[config.mk]
export PLATFORM = sky130hd
export DESIGN_NAME = output_serializer
export DESIGN_NICKNAME = d
export VERILOG_FILES = /design/src/rtl/output_serializer.sv
export SDC_FILE = /design/constraint.sdc
export NUM_CORES = 1
export LEC_CHECK = 0
export ABC_CLOCK_PERIOD_IN_PS = 3950
export CORE_MARGIN = 5
export CORE_UTILIZATION = 50
export DETAILED_ROUTE_END_ITERATION = 7
export GPL_ROUTABILITY_DRIVEN = 0
export PLACE_DENSITY = 0.72
export SYNTH_ARGS = -nofsm -noshare
export SYNTH_HDL_FRONTEND = slang
export SYNTH_SLANG_ARGS = --single-unit
export TNS_END_PERCENT = 5
[constraint.sdc]
create_clock -name sclk -period 3.95 [get_ports sclk]
set_clock_uncertainty 0.15 [all_clocks]
set_input_delay 0.9875 -clock sclk [delete_from_list [all_inputs] [get_ports sclk]]
set_output_delay 0.9875 -clock sclk [all_outputs]
set_load 0.02 [all_outputs]
[src/rtl/output_serializer.sv]
// Parallel-to-serial output stage: shifts left/right results out MSB-first in lockstep,
// with a one-word pending buffer per channel and a sticky overrun flag.
module output_serializer #(
    parameter int unsigned WIDTH    = 40,
    parameter int unsigned BIT_DIV  = 1,
    parameter int unsigned DIV_BITS = 4
) (
    input  logic             sclk,
    input  logic             reset,
    input  logic             load,
    input  logic [WIDTH-1:0] dataL,
    input  logic [WIDTH-1:0] dataR,
    input  logic             clr_ovr,
    output logic             serial_outL,
    output logic             serial_outR,
    output logic             frame_out,
    output logic             busy,
    output logic             pending,
    output logic             overrun
);

    localparam int unsigned CNT_W = (WIDTH > 1) ? $clog2(WIDTH) : 1;
    localparam logic [CNT_W-1:0]    LAST_BIT = CNT_W'(WIDTH - 1);
    localparam logic [DIV_BITS-1:0] LAST_HOLD = DIV_BITS'(BIT_DIV - 1);

    typedef enum logic {
        IDLE,
        SHIFT
    } state_t;

    state_t              state;
    state_t              stateNext;
    logic [WIDTH-1:0]    shL;
    logic [WIDTH-1:0]    shR;
    logic [WIDTH-1:0]    pdL;
    logic [WIDTH-1:0]    pdR;
    logic                pendValid;
    logic [CNT_W-1:0]    bitCnt;
    logic [DIV_BITS-1:0] holdCnt;
    logic                holdEnd;
    logic                wordEnd;
    logic                overrunEvent;

    assign holdEnd      = (holdCnt == LAST_HOLD);
    assign wordEnd      = (state == SHIFT) && holdEnd && (bitCnt == '0);
    assign overrunEvent = (state == SHIFT) && load && !wordEnd && pendValid;

    always_ff @(posedge sclk or negedge reset) begin
        if (!reset) begin
            state <= IDLE;
        end else begin
            state <= stateNext;
        end
    end

    always_comb begin
        stateNext = state;
        case (state)
            IDLE:  if (load) stateNext = SHIFT;
            SHIFT: if (wordEnd && !pendValid && !load) stateNext = IDLE;
        endcase
    end

    always_comb begin
        serial_outL = 1'b0;
        serial_outR = 1'b0;
        frame_out   = 1'b0;
        busy        = 1'b0;
        pending     = pendValid;
        if (state == SHIFT) begin
            serial_outL = shL[WIDTH-1];
            serial_outR = shR[WIDTH-1];
            frame_out   = (bitCnt == LAST_BIT);
            busy        = 1'b1;
        end
    end

    always_ff @(posedge sclk or negedge reset) begin
        if (!reset) begin
            shL       <= '0;
            shR       <= '0;
            pdL       <= '0;
            pdR       <= '0;
            pendValid <= 1'b0;
            bitCnt    <= '0;
            holdCnt   <= '0;
        end else begin
            case (state)
                IDLE: begin
                    if (load) begin
                        shL     <= dataL;
                        shR     <= dataR;
                        bitCnt  <= LAST_BIT;
                        holdCnt <= '0;
                    end
                end
                SHIFT: begin
                    if (!holdEnd) begin
                        holdCnt <= holdCnt + DIV_BITS'(1);
                    end else begin
                        holdCnt <= '0;
                        if (bitCnt != '0) begin
                            shL    <= shL << 1;
                            shR    <= shR << 1;
                            bitCnt <= bitCnt - CNT_W'(1);
                        end else if (pendValid) begin
                            // Pending word moves up; a simultaneous load refills the buffer.
                            shL    <= pdL;
                            shR    <= pdR;
                            bitCnt <= LAST_BIT;
                            if (load) begin
                                pdL <= dataL;
                                pdR <= dataR;
                            end else begin
                                pendValid <= 1'b0;
                            end
                        end else if (load) begin
                            shL    <= dataL;
                            shR    <= dataR;
                            bitCnt <= LAST_BIT;
                        end else begin
                            shL <= shL << 1;
                            shR <= shR << 1;
                        end
                    end
                    if (load && !wordEnd && !pendValid) begin
                        pdL       <= dataL;
                        pdR       <= dataR;
                        pendValid <= 1'b1;
                    end
                end
            endcase
        end
    end

    // Set has priority over clear when both happen in one cycle.
    always_ff @(posedge sclk or negedge reset) begin
        if (!reset) begin
            overrun <= 1'b0;
        end else if (overrunEvent) begin
            overrun <= 1'b1;
        end else if (clr_ovr) begin
            overrun <= 1'b0;
        end
    end

endmodule

==> impl_metrics.yaml, run 1 <==
timing:
  tns_ns: 0
  final_hold_viol_count: 0
  final-max-slew-violation-count: 0
  rsz0062_at_grt: "no"
  setup_violations: 0
  tightest_slew_ns: 0.860
  setup_slack_ns: 0.824
  fin_crit_ns: 3.13
  max_slew_margin_pct: 42.6
  fmax_ghz: 0.320
  fin_crit_sh_pct: 79.1
  whs_ns: 0.336
clock_tree:
  clkLatencyLatePin_ns: 0.42
  cts_resized: 0
  holdBufCountCts: 0
  post_cts_buffers: 0
  htreeDepth: 4
  clk_pin_slew_ns: 0.06
  cts.sinks: 173
  clk_path_buf_depth: 2
  cts_tree: "built"
  cts-buffers-inserted: 17
  cts_root_buffer: "clkbuf_16"
drt:
  post-route-drc-count: 0
  drt_pass1_iterations: 5
  via_per_inst: 6.10
  routed_wl_mm: 21.5
  final_antenna_net_count: 0
  wl_met3_mm: 1.23
  dr_wl_met2_mm: 10.1
  highest_layer: "met4"
  avgRoutedWirePerCell_um: 19.4
  via_count: 6767
  wl_met1_mm: 9.74
  drtIter0Drc: 620
power:
  p_sw_share_pct: 30.9
  combPwrFrac_pct: 26.8
  power.internal_mw: 4.23
  clock_power_share_pct: 28.2
  switchingPower_mw: 1.89
  ir_worst_vdd_v: 0.000380
  pwr-share-seq_pct: 45.0
  p_per_area_nw_per_um2: 601
  p_leak_nw: 4.38
yosys:
  synth-seq-cells: 173
  yosysSeqAreaShare_pct: 51.6
  synthTopCellsByCount: "dfrtp_1 (173), nor2_1 (86), o21ai_0 (82)"
  ys_types: 42
  syn_nets: 900
  async_reset_ff_share_pct: 100
  synthFlopType: "dfrtp_1"
  syn_area_um2: 8400
  synth_edf_count: 0
  yosysTopAreaCellShare_pct: 51.6
  synth_warnings: 0
  netlist_top_cells_area: "dfrtp_1 (52%), mux2_2 (9.8%), o221ai_1 (7.5%)"
  syn_inst: 811
  postSynthAreaPerCell_um2: 10.4
  yosys.area.top_type: "dfrtp_1"
  yosysMostFrequentCell: "dfrtp_1"
placed_design:
  place_inst: 1078
  pre_cts_ws_ns: 0.746
  portBuffers: 89
  dp.final_hpwl_mm: 12.9
critical_path:
  r2r_cells: 7
  rrSetupSlack_ns: 0.82
  worstPathArrival_ns: 3.28
  crit_chain: "inv_1 -> ha_1 -> or4b_4 -> nor3_4 -> mux2i_4 -> buf_4 -> mux2_2"
  startpoint_type: "flop"
  cp_max_fo: 40
  path_depth: 7
  crit_family: "simple AND/OR/NAND/NOR gates"
  critPathRequiredTime_ns: 4.10
  worstSetupPathType: "reg -> reg"
  crit_slowest_cell: "or4b_4"
  crit_buf_inv: 2
  critPathMaxStageDelay_ns: 0.54
  cp-end-kind: "flop"
final_layout:
  fill_cells: 1358
  regArea_um2: 4330
  area_growth_syn_to_layout_pct: 21.2
  antenna_cells: 0
  nets: 966
  fin_cells: 1110
  multi_input_area_um2: 3640
  final_util_pct: 61.6
  drive_above_1_share_pct: 17.1
grt:
  first_global_vias: 6731
  antenna_found_initial: 0
  grt_overflow_total: 0
  grt_first_pass_wirelength_mm: 35.8
  grt_start_max_net_pins: 68
  grt_use_total_pct: 22.6
floorplan:
  die_area_um2: 19500
  fp.dieH_um: 140
  io_pins: 90
  rows: 47
  core_um2: 16500
  die_x_um: 140
  start_util_pct: 50.8
worst_hold_path:
  min_path_type: "reg -> reg"
  hold_depth: 2
run_status:
  outcome: "finished, final reports clean"
run:
  drv_cap: 0
## worst register-to-register path: cells and delay by family, from the launching register on
kind                     cells  cell delay [ns]
AND/OR/NAND/NOR              2             0.88
multiplexers                 2             0.76
adder cells (fa/ha/maj)      1             0.17
buffers and inverters        2             0.61
flip-flops                   1             0.43
## layer usage
metal	GRT usage, %	up-vias
met5	0	-
met1	33.0	3410
li1	-	3081
met4	7.19	0
met2	34.8	246
met3	3.70	30
## power by group through the flow
stage	Combinational, mW	Sequential [mW]	Clock (mW)
finish	1.64	2.75	1.72
global route	1.86	2.82	1.83
detailed placement	1.63	2.76	0
global placement	1.57	2.75	0
CTS	1.65	2.74	1.75
floorplan	1.18	2.65	0
## registers in the layout (all words and copies together) (netlist names)
register  cells
state         1
shR          40
overrun       1
shL          40
pending       1
pdL          40
pdR          40
holdCnt       4
bitCnt        6
## kinds of logic after synthesis
group	synth area share (%)
xor gates and xnor gates	0.209
adders and majority gates	0.745
buffers and inverters	5.90
muxes	11.4
and+or+nand+nor	8.64
DFF	51.6
AOI/OAI and AO/OA	21.5
## layout by cell type, fill, tap and decap left out, drive strengths merged, types with 2 or more instances in the layout
master / netlist / final
dfrtp: 173 / 173
clkdlybuf4s50: 0 / 88
nor2: 86 / 86
o21ai: 82 / 82
mux2: 80 / 80
o221ai: 72 / 72
nand2: 51 / 51
inv: 46 / 47
a21oi: 47 / 47
a2bb2oi: 40 / 40
buf: 16 / 28
clkbuf: 53 / 20
o22ai: 7 / 7
clkinv: 0 / 7
nand3: 6 / 6
a22o: 5 / 5
ha: 5 / 5
o31ai: 4 / 4
nand2b: 4 / 4
a31oi: 4 / 4
bufinv: 0 / 3
mux2i: 3 / 3
nor3: 3 / 3
and2: 2 / 2
nor4: 2 / 2
o21bai: 2 / 2
nor2b: 2 / 2
or3: 2 / 2
and3: 2 / 2
nand3b: 2 / 2
xnor2: 2 / 2
## stage by stage
stage               area, µm²  power (mW)
global placement         9570        4.32
CTS                     10200        6.15
finish                  10200        6.12
detailed placement       9570        4.39
global route            10200        6.51
floorplan                8400        3.83
## layout make-up
type,instances,share of cell area (%)
timing repair buffer,116,11.4
clock buffer,20,4.58
sequential,173,42.5
tap,220,2.70
inverter,46,1.70
clock inverter,12,1.39
multi-input combinational,523,35.7
## final timing paths
kind / to / start
min in group asynchronous: shR[12]$_DFFE_PN0P_ / reset
max in group asynchronous: shL[9]$_DFFE_PN0P_ / reset
max reg2reg: pdR[34]$_DFFE_PN0P_ / bitCnt[0]$_DFFE_PN0P_
min reg2reg: shL[25]$_DFFE_PN0P_ / shL[25]$_DFFE_PN0P_
min: shL[25]$_DFFE_PN0P_ / shL[25]$_DFFE_PN0P_
max: pdR[34]$_DFFE_PN0P_ / bitCnt[0]$_DFFE_PN0P_
(Power assumes the default switching activity.)
==> run 2: changes to the inputs <==
--- a/config.mk
+++ b/config.mk
@@ -5,12 +5,12 @@
 export SDC_FILE = /design/constraint.sdc
 export NUM_CORES = 1
 export LEC_CHECK = 0
-export ABC_CLOCK_PERIOD_IN_PS = 3950
+export ABC_CLOCK_PERIOD_IN_PS = 2640
 export CORE_MARGIN = 5
 export CORE_UTILIZATION = 50
 export DETAILED_ROUTE_END_ITERATION = 7
 export GPL_ROUTABILITY_DRIVEN = 0
-export PLACE_DENSITY = 0.72
+export PLACE_DENSITY = 0.75
 export SYNTH_ARGS = -nofsm -noshare
 export SYNTH_HDL_FRONTEND = slang
 export SYNTH_SLANG_ARGS = --single-unit
==> constraint.sdc (replaced) <==
create_clock -name sclk -period 2.64 [get_ports sclk]
set_clock_uncertainty 0.15 [all_clocks]
set_input_delay 0.66 -clock sclk [delete_from_list [all_inputs] [get_ports sclk]]
set_output_delay 0.66 -clock sclk [all_outputs]
set_load 0.02 [all_outputs]
==> run 2 against run 1 <==
Wire length rose by 3.4%; final cell count rose by 3.1%; cell area rose by 4.6%; first-iteration DRC count fell by 14%; register-to-register slack got worse by 0.80 ns; non-clock buffer count rose by 36; clock power rose by 53%; critical endpoint is now pdL[38]$_DFFE_PN0P_; fmax rose by 20%; total power rose by 54%; hold slack improved by 0.0029 ns; highest routed layer unchanged; critical path depth rose by 2.
==> impl_metrics.yaml, run 2 (same netlist as run 1, synthesis figures left out) <==
run_status:
  outcome: "finished, final reports clean"
timing:
  max_slew_margin_pct: 65.9
  final_hold_viol_count: 0
  tightest_slew_ns: 0.509
  setup_violations: 0
  fmax_ghz: 0.383
  final-max-slew-violation-count: 0
  fin_crit_sh_pct: 99.0
  tns_ns: 0
  fin_crit_ns: 2.61
  rsz0062_at_grt: "yes"
floorplan:
  start_util_pct: 50.8
  rows: 47
  die_x_um: 140
  core_um2: 16500
  fp.dieH_um: 140
  die_area_um2: 19500
  io_pins: 90
critical_path:
  worstPathArrival_ns: 2.78
  startpoint_type: "flop"
  cp-end-kind: "flop"
  critPathRequiredTime_ns: 2.81
  cp_max_fo: 7
  worstSetupPathType: "reg -> reg"
grt:
  grt_use_total_pct: 23.0
  antenna_found_initial: 0
  grt_overflow_total: 0
  grt_first_pass_wirelength_mm: 36.3
  first_global_vias: 7031
  grt_start_max_net_pins: 55
final_layout:
  final_util_pct: 64.5
  final_cell_mix: "dfrtp_1 (171), nor2_1 (85), clkdlybuf4s50_1 (85)"
  fill_cells: 1280
  drive_above_1_share_pct: 20.5
  area_growth_syn_to_layout_pct: 26.8
  fin_cells: 1144
  final_cell_area_um2: 10700
  nets: 1002
  antenna_cells: 0
  final_common_cell: "dfrtp_1"
  regArea_um2: 4330
  multi_input_area_um2: 3710
drt:
  via_count: 6932
  routed_wl_mm: 22.2
  via_per_inst: 6.06
  avgRoutedWirePerCell_um: 19.4
  post-route-drc-count: 0
  drtIter0Drc: 531
  final_antenna_net_count: 0
  drt_pass1_iterations: 6
clock_tree:
  cts_root_buffer: "clkbuf_16"
  clkLatencyLatePin_ns: 0.43
  htreeDepth: 4
  cts_tree: "built"
  cts-buffers-inserted: 17
  clk_pin_slew_ns: 0.06
  clk_path_buf_depth: 2
  cts.sinks: 173
placed_design:
  portBuffers: 89
  place_inst: 1105
  dpl_cell_area_um2: 9890
  dp.final_hpwl_mm: 13.5
worst_hold_path:
  min_path_type: "reg -> reg"
run:
  drv_cap: 0
power:
  ir_worst_vdd_v: 0.000577
  p_per_area_nw_per_um2: 886
  p_leak_nw: 4.63
-- run 2: what timing repair did --
item                       CTS  global route
setup buffers                0             9
setup endpoints to repair    2            76
gates cloned                 0             0
resized for setup            2            26
hold endpoints to repair    33             0
hold buffers                 1             0
pin swaps                    0             2
-- run 2: final cells by class --
class | count | area share (%)
Inverter | 46 | 1.62
Clock buffer | 19 | 4.16
Clock inverter | 11 | 1.57
Timing Repair Buffer | 152 | 14.6
Tap cell | 220 | 2.58
Multi-Input combinational cell | 523 | 34.8
Sequential cell | 173 | 40.7
-- run 2: worst paths after layout --
kind | end | slack, ns | depth (start not counted) | start
worst max-delay path | pdL[38]$_DFFE_PN0P_ | 0.03 | 9 | bitCnt[1]$_DFFE_PN0P_
worst min-delay path | shR[12]$_DFFE_PN0P_ | 0.34 | 2 | shR[12]$_DFFE_PN0P_
worst max register to register | pdL[38]$_DFFE_PN0P_ | 0.03 | 9 | bitCnt[1]$_DFFE_PN0P_
worst min register to register | shR[12]$_DFFE_PN0P_ | 0.34 | 2 | shR[12]$_DFFE_PN0P_
max in group asynchronous | shR[35]$_DFFE_PN0P_ | 1.17 | 3 | reset
min in group asynchronous | pdR[13]$_DFFE_PN0P_ | 0.55 | 2 | reset
-- run 2: where the power goes --
group	switching, mW	internal [mW]	total [mW]	leakage [nW]
Combinational	1.33	1.37	2.70	2.22
Sequential	0.546	3.55	4.10	2.11
Clock	1.04	1.60	2.64	0.295
-- run 2: through the flow --
step / power, mW / hold slack, ns / setup slack [ns]
detailed placement: 6.71 / 0.323 / -0.0113
CTS: 9.38 / 0.339 / 0.00500
global route: 10.0 / 0.360 / -0.0711
global placement: 6.59 / 0.312 / 0.0192
finish: 9.44 / 0.339 / 0.0276
floorplan: 5.74 / 0.214 / 0.0135
-- run 2: critical path: stages (launching register included) --
cell and delay (ns):
dfrtp_1 0.39, inv_2 0.09, ha_4 0.13, or4b_4 0.48, nor3_4 0.25, mux2i_4 0.30
buf_12 0.17, buf_8 0.14, buf_4 0.11, mux2_4 0.28
-- run 2: layer usage --
metal | up-vias | wire length (µm) | track usage (%)
met2 | 274 | 10800 | 37.1
li1 | 3139 | - | -
met1 | 3481 | 9720 | 31.4
met4 | 0 | 360 | 7.09
met5 | - | 0 | 0
met3 | 38 | 1370 | 4.73
==> run 3: changes to the inputs <==
--- a/config.mk
+++ b/config.mk
@@ -5,11 +5,11 @@
 export SDC_FILE = /design/constraint.sdc
 export NUM_CORES = 1
 export LEC_CHECK = 0
-export ABC_CLOCK_PERIOD_IN_PS = 2640
 export CORE_MARGIN = 5
 export CORE_UTILIZATION = 50
 export DETAILED_ROUTE_END_ITERATION = 7
 export GPL_ROUTABILITY_DRIVEN = 0
+export MAX_ROUTING_LAYER = met4
 export PLACE_DENSITY = 0.75
 export SYNTH_ARGS = -nofsm -noshare
 export SYNTH_HDL_FRONTEND = slang
==> run 3 against run 2 <==
Total power hardly changed; critical path depth unchanged; setup slack worse by 0.00054 ns; critical endpoint unchanged.
==> impl_metrics.yaml, run 3 (same netlist as run 1, synthesis figures left out) <==
grt:
  first_global_vias: 7022
  grt_start_max_net_pins: 55
  grt_use_total_pct: 23.6
  grt_overflow_total: 0
  antenna_found_initial: 0
  grt_first_pass_wirelength_mm: 36.3
critical_path:
  critPathMaxStageDelay_ns: 0.48
  crit_chain: "inv_2 -> ha_4 -> or4b_4 -> nor3_4 -> mux2i_4 -> buf_12 -> buf_8 -> buf_4 -> mux2_4"
  crit_family: "simple AND/OR/NAND/NOR gates"
  rrSetupSlack_ns: 0.03
  cp_max_fo: 7
  worstPathArrival_ns: 2.77
  cp-end-kind: "flop"
  startpoint_type: "flop"
  critPathRequiredTime_ns: 2.80
  crit_slowest_cell: "or4b_4"
  path_depth: 9
  crit_buf_inv: 4
  r2r_cells: 9
  worstSetupPathType: "reg -> reg"
power:
  ir_worst_vdd_v: 0.000572
  p_per_area_nw_per_um2: 885
  p_leak_nw: 4.63
timing:
  setup_violations: 0
  fin_crit_sh_pct: 99.0
  fmax_ghz: 0.383
  max_slew_margin_pct: 65.7
  final-max-slew-violation-count: 0
  tightest_slew_ns: 0.513
  final_hold_viol_count: 0
  tns_ns: 0
  rsz0062_at_grt: "yes"
  setup_slack_ns: 0.0271
  fin_crit_ns: 2.61
final_layout:
  area_growth_syn_to_layout_pct: 26.8
  nets: 1002
  drive_above_1_share_pct: 20.5
  final_cell_mix: "dfrtp_1 (171), nor2_1 (85), clkdlybuf4s50_1 (85)"
  antenna_cells: 0
  final_common_cell: "dfrtp_1"
  fin_cells: 1144
  fill_cells: 1280
floorplan:
  core_um2: 16500
  fp.dieH_um: 140
  die_area_um2: 19500
  start_util_pct: 50.8
  rows: 47
  die_x_um: 140
  io_pins: 90
drt:
  drt_pass1_iterations: 5
  post-route-drc-count: 0
  via_count: 6924
  drtIter0Drc: 549
  via_per_inst: 6.05
  routed_wl_mm: 22.2
  avgRoutedWirePerCell_um: 19.4
  final_antenna_net_count: 0
placed_design:
  portBuffers: 89
  dp.final_hpwl_mm: 13.5
  place_inst: 1105
  pre_cts_ws_ns: -0.0113
run:
  drv_cap: 0
worst_hold_path:
  min_path_type: "reg -> reg"
  hold_depth: 2
clock_tree:
  htreeDepth: 4
  cts_root_buffer: "clkbuf_16"
  cts_tree: "built"
  clk_pin_slew_ns: 0.06
  clkLatencyLatePin_ns: 0.43
  cts.sinks: 173
  clk_path_buf_depth: 2
  cts-buffers-inserted: 17
run_status:
  outcome: "finished, final reports clean"
run 3: power breakdown:
| part | total [mW] | internal [mW] | leakage [nW] | switching (mW) |
|---|---|---|---|---|
| registers | 4.10 | 3.55 | 2.11 | 0.545 |
| clock network | 2.64 | 1.60 | 0.295 | 1.04 |
| logic | 2.69 | 1.37 | 2.22 | 1.32 |
| total | 9.43 | 6.52 | 4.63 | 2.91 |
run 3: area by class of cell:
type / instances / area, µm² / area share, %
repair buffers: 152 / 1550 / 14.6
clock buffers: 19 / 443 / 4.16
flip-flops and latches: 173 / 4330 / 40.7
multi-input cells: 523 / 3710 / 34.8
clock inverters: 11 / 168 / 1.57
inverters: 46 / 173 / 1.62
well taps: 220 / 275 / 2.58
run 3: worst reg2reg max path, stage by stage (launching register included):
cell and delay (ns):
dfrtp_1 0.39, inv_2 0.09, ha_4 0.13, or4b_4 0.48, nor3_4 0.25, mux2i_4 0.30, buf_12 0.17, buf_8 0.14
buf_4 0.11, mux2_4 0.28
run 3: worst paths after layout:
path                                            start                  end
max in group asynchronous                       reset  shR[35]$_DFFE_PN0P_
worst max register to register  bitCnt[1]$_DFFE_PN0P_  pdL[38]$_DFFE_PN0P_
min in group asynchronous                       reset  pdR[13]$_DFFE_PN0P_
worst max-delay path            bitCnt[1]$_DFFE_PN0P_  pdL[38]$_DFFE_PN0P_
worst min register to register    shR[12]$_DFFE_PN0P_  shR[12]$_DFFE_PN0P_
worst min-delay path              shR[12]$_DFFE_PN0P_  shR[12]$_DFFE_PN0P_
run 3: timing repair:
item                                    4_1_cts  5_1_grt
hold buffers                                  1        0
hold endpoints to repair                     33        0
endpoints found under the setup margin        2       76
gates resized for setup                       2       26
pin swaps                                     0        2
setup buffers                                 0        9
run 3: stage by stage:
step | cell area, µm² | hold WS [ns] | util [%] | power [mW]
2_1_floorplan | 8410 | 0.214 | - | 5.74
3_3_place_gp | 9890 | 0.312 | 59.9 | 6.59
3_5_place_dp | 9890 | 0.323 | 59.9 | 6.71
4_1_cts | 10500 | 0.339 | 63.6 | 9.38
5_1_grt | 10700 | 0.360 | 64.5 | 10.0
6_report | 10700 | 0.336 | 64.5 | 9.43
run 3: per-layer routing:
layer  wire (µm)  share of wire, %  track usage (%)
met4         319               1.4             7.39
met3        1330               6.0             4.25
met5           0                 0                -
met2       10800                49             37.1
met1        9730                44             31.7
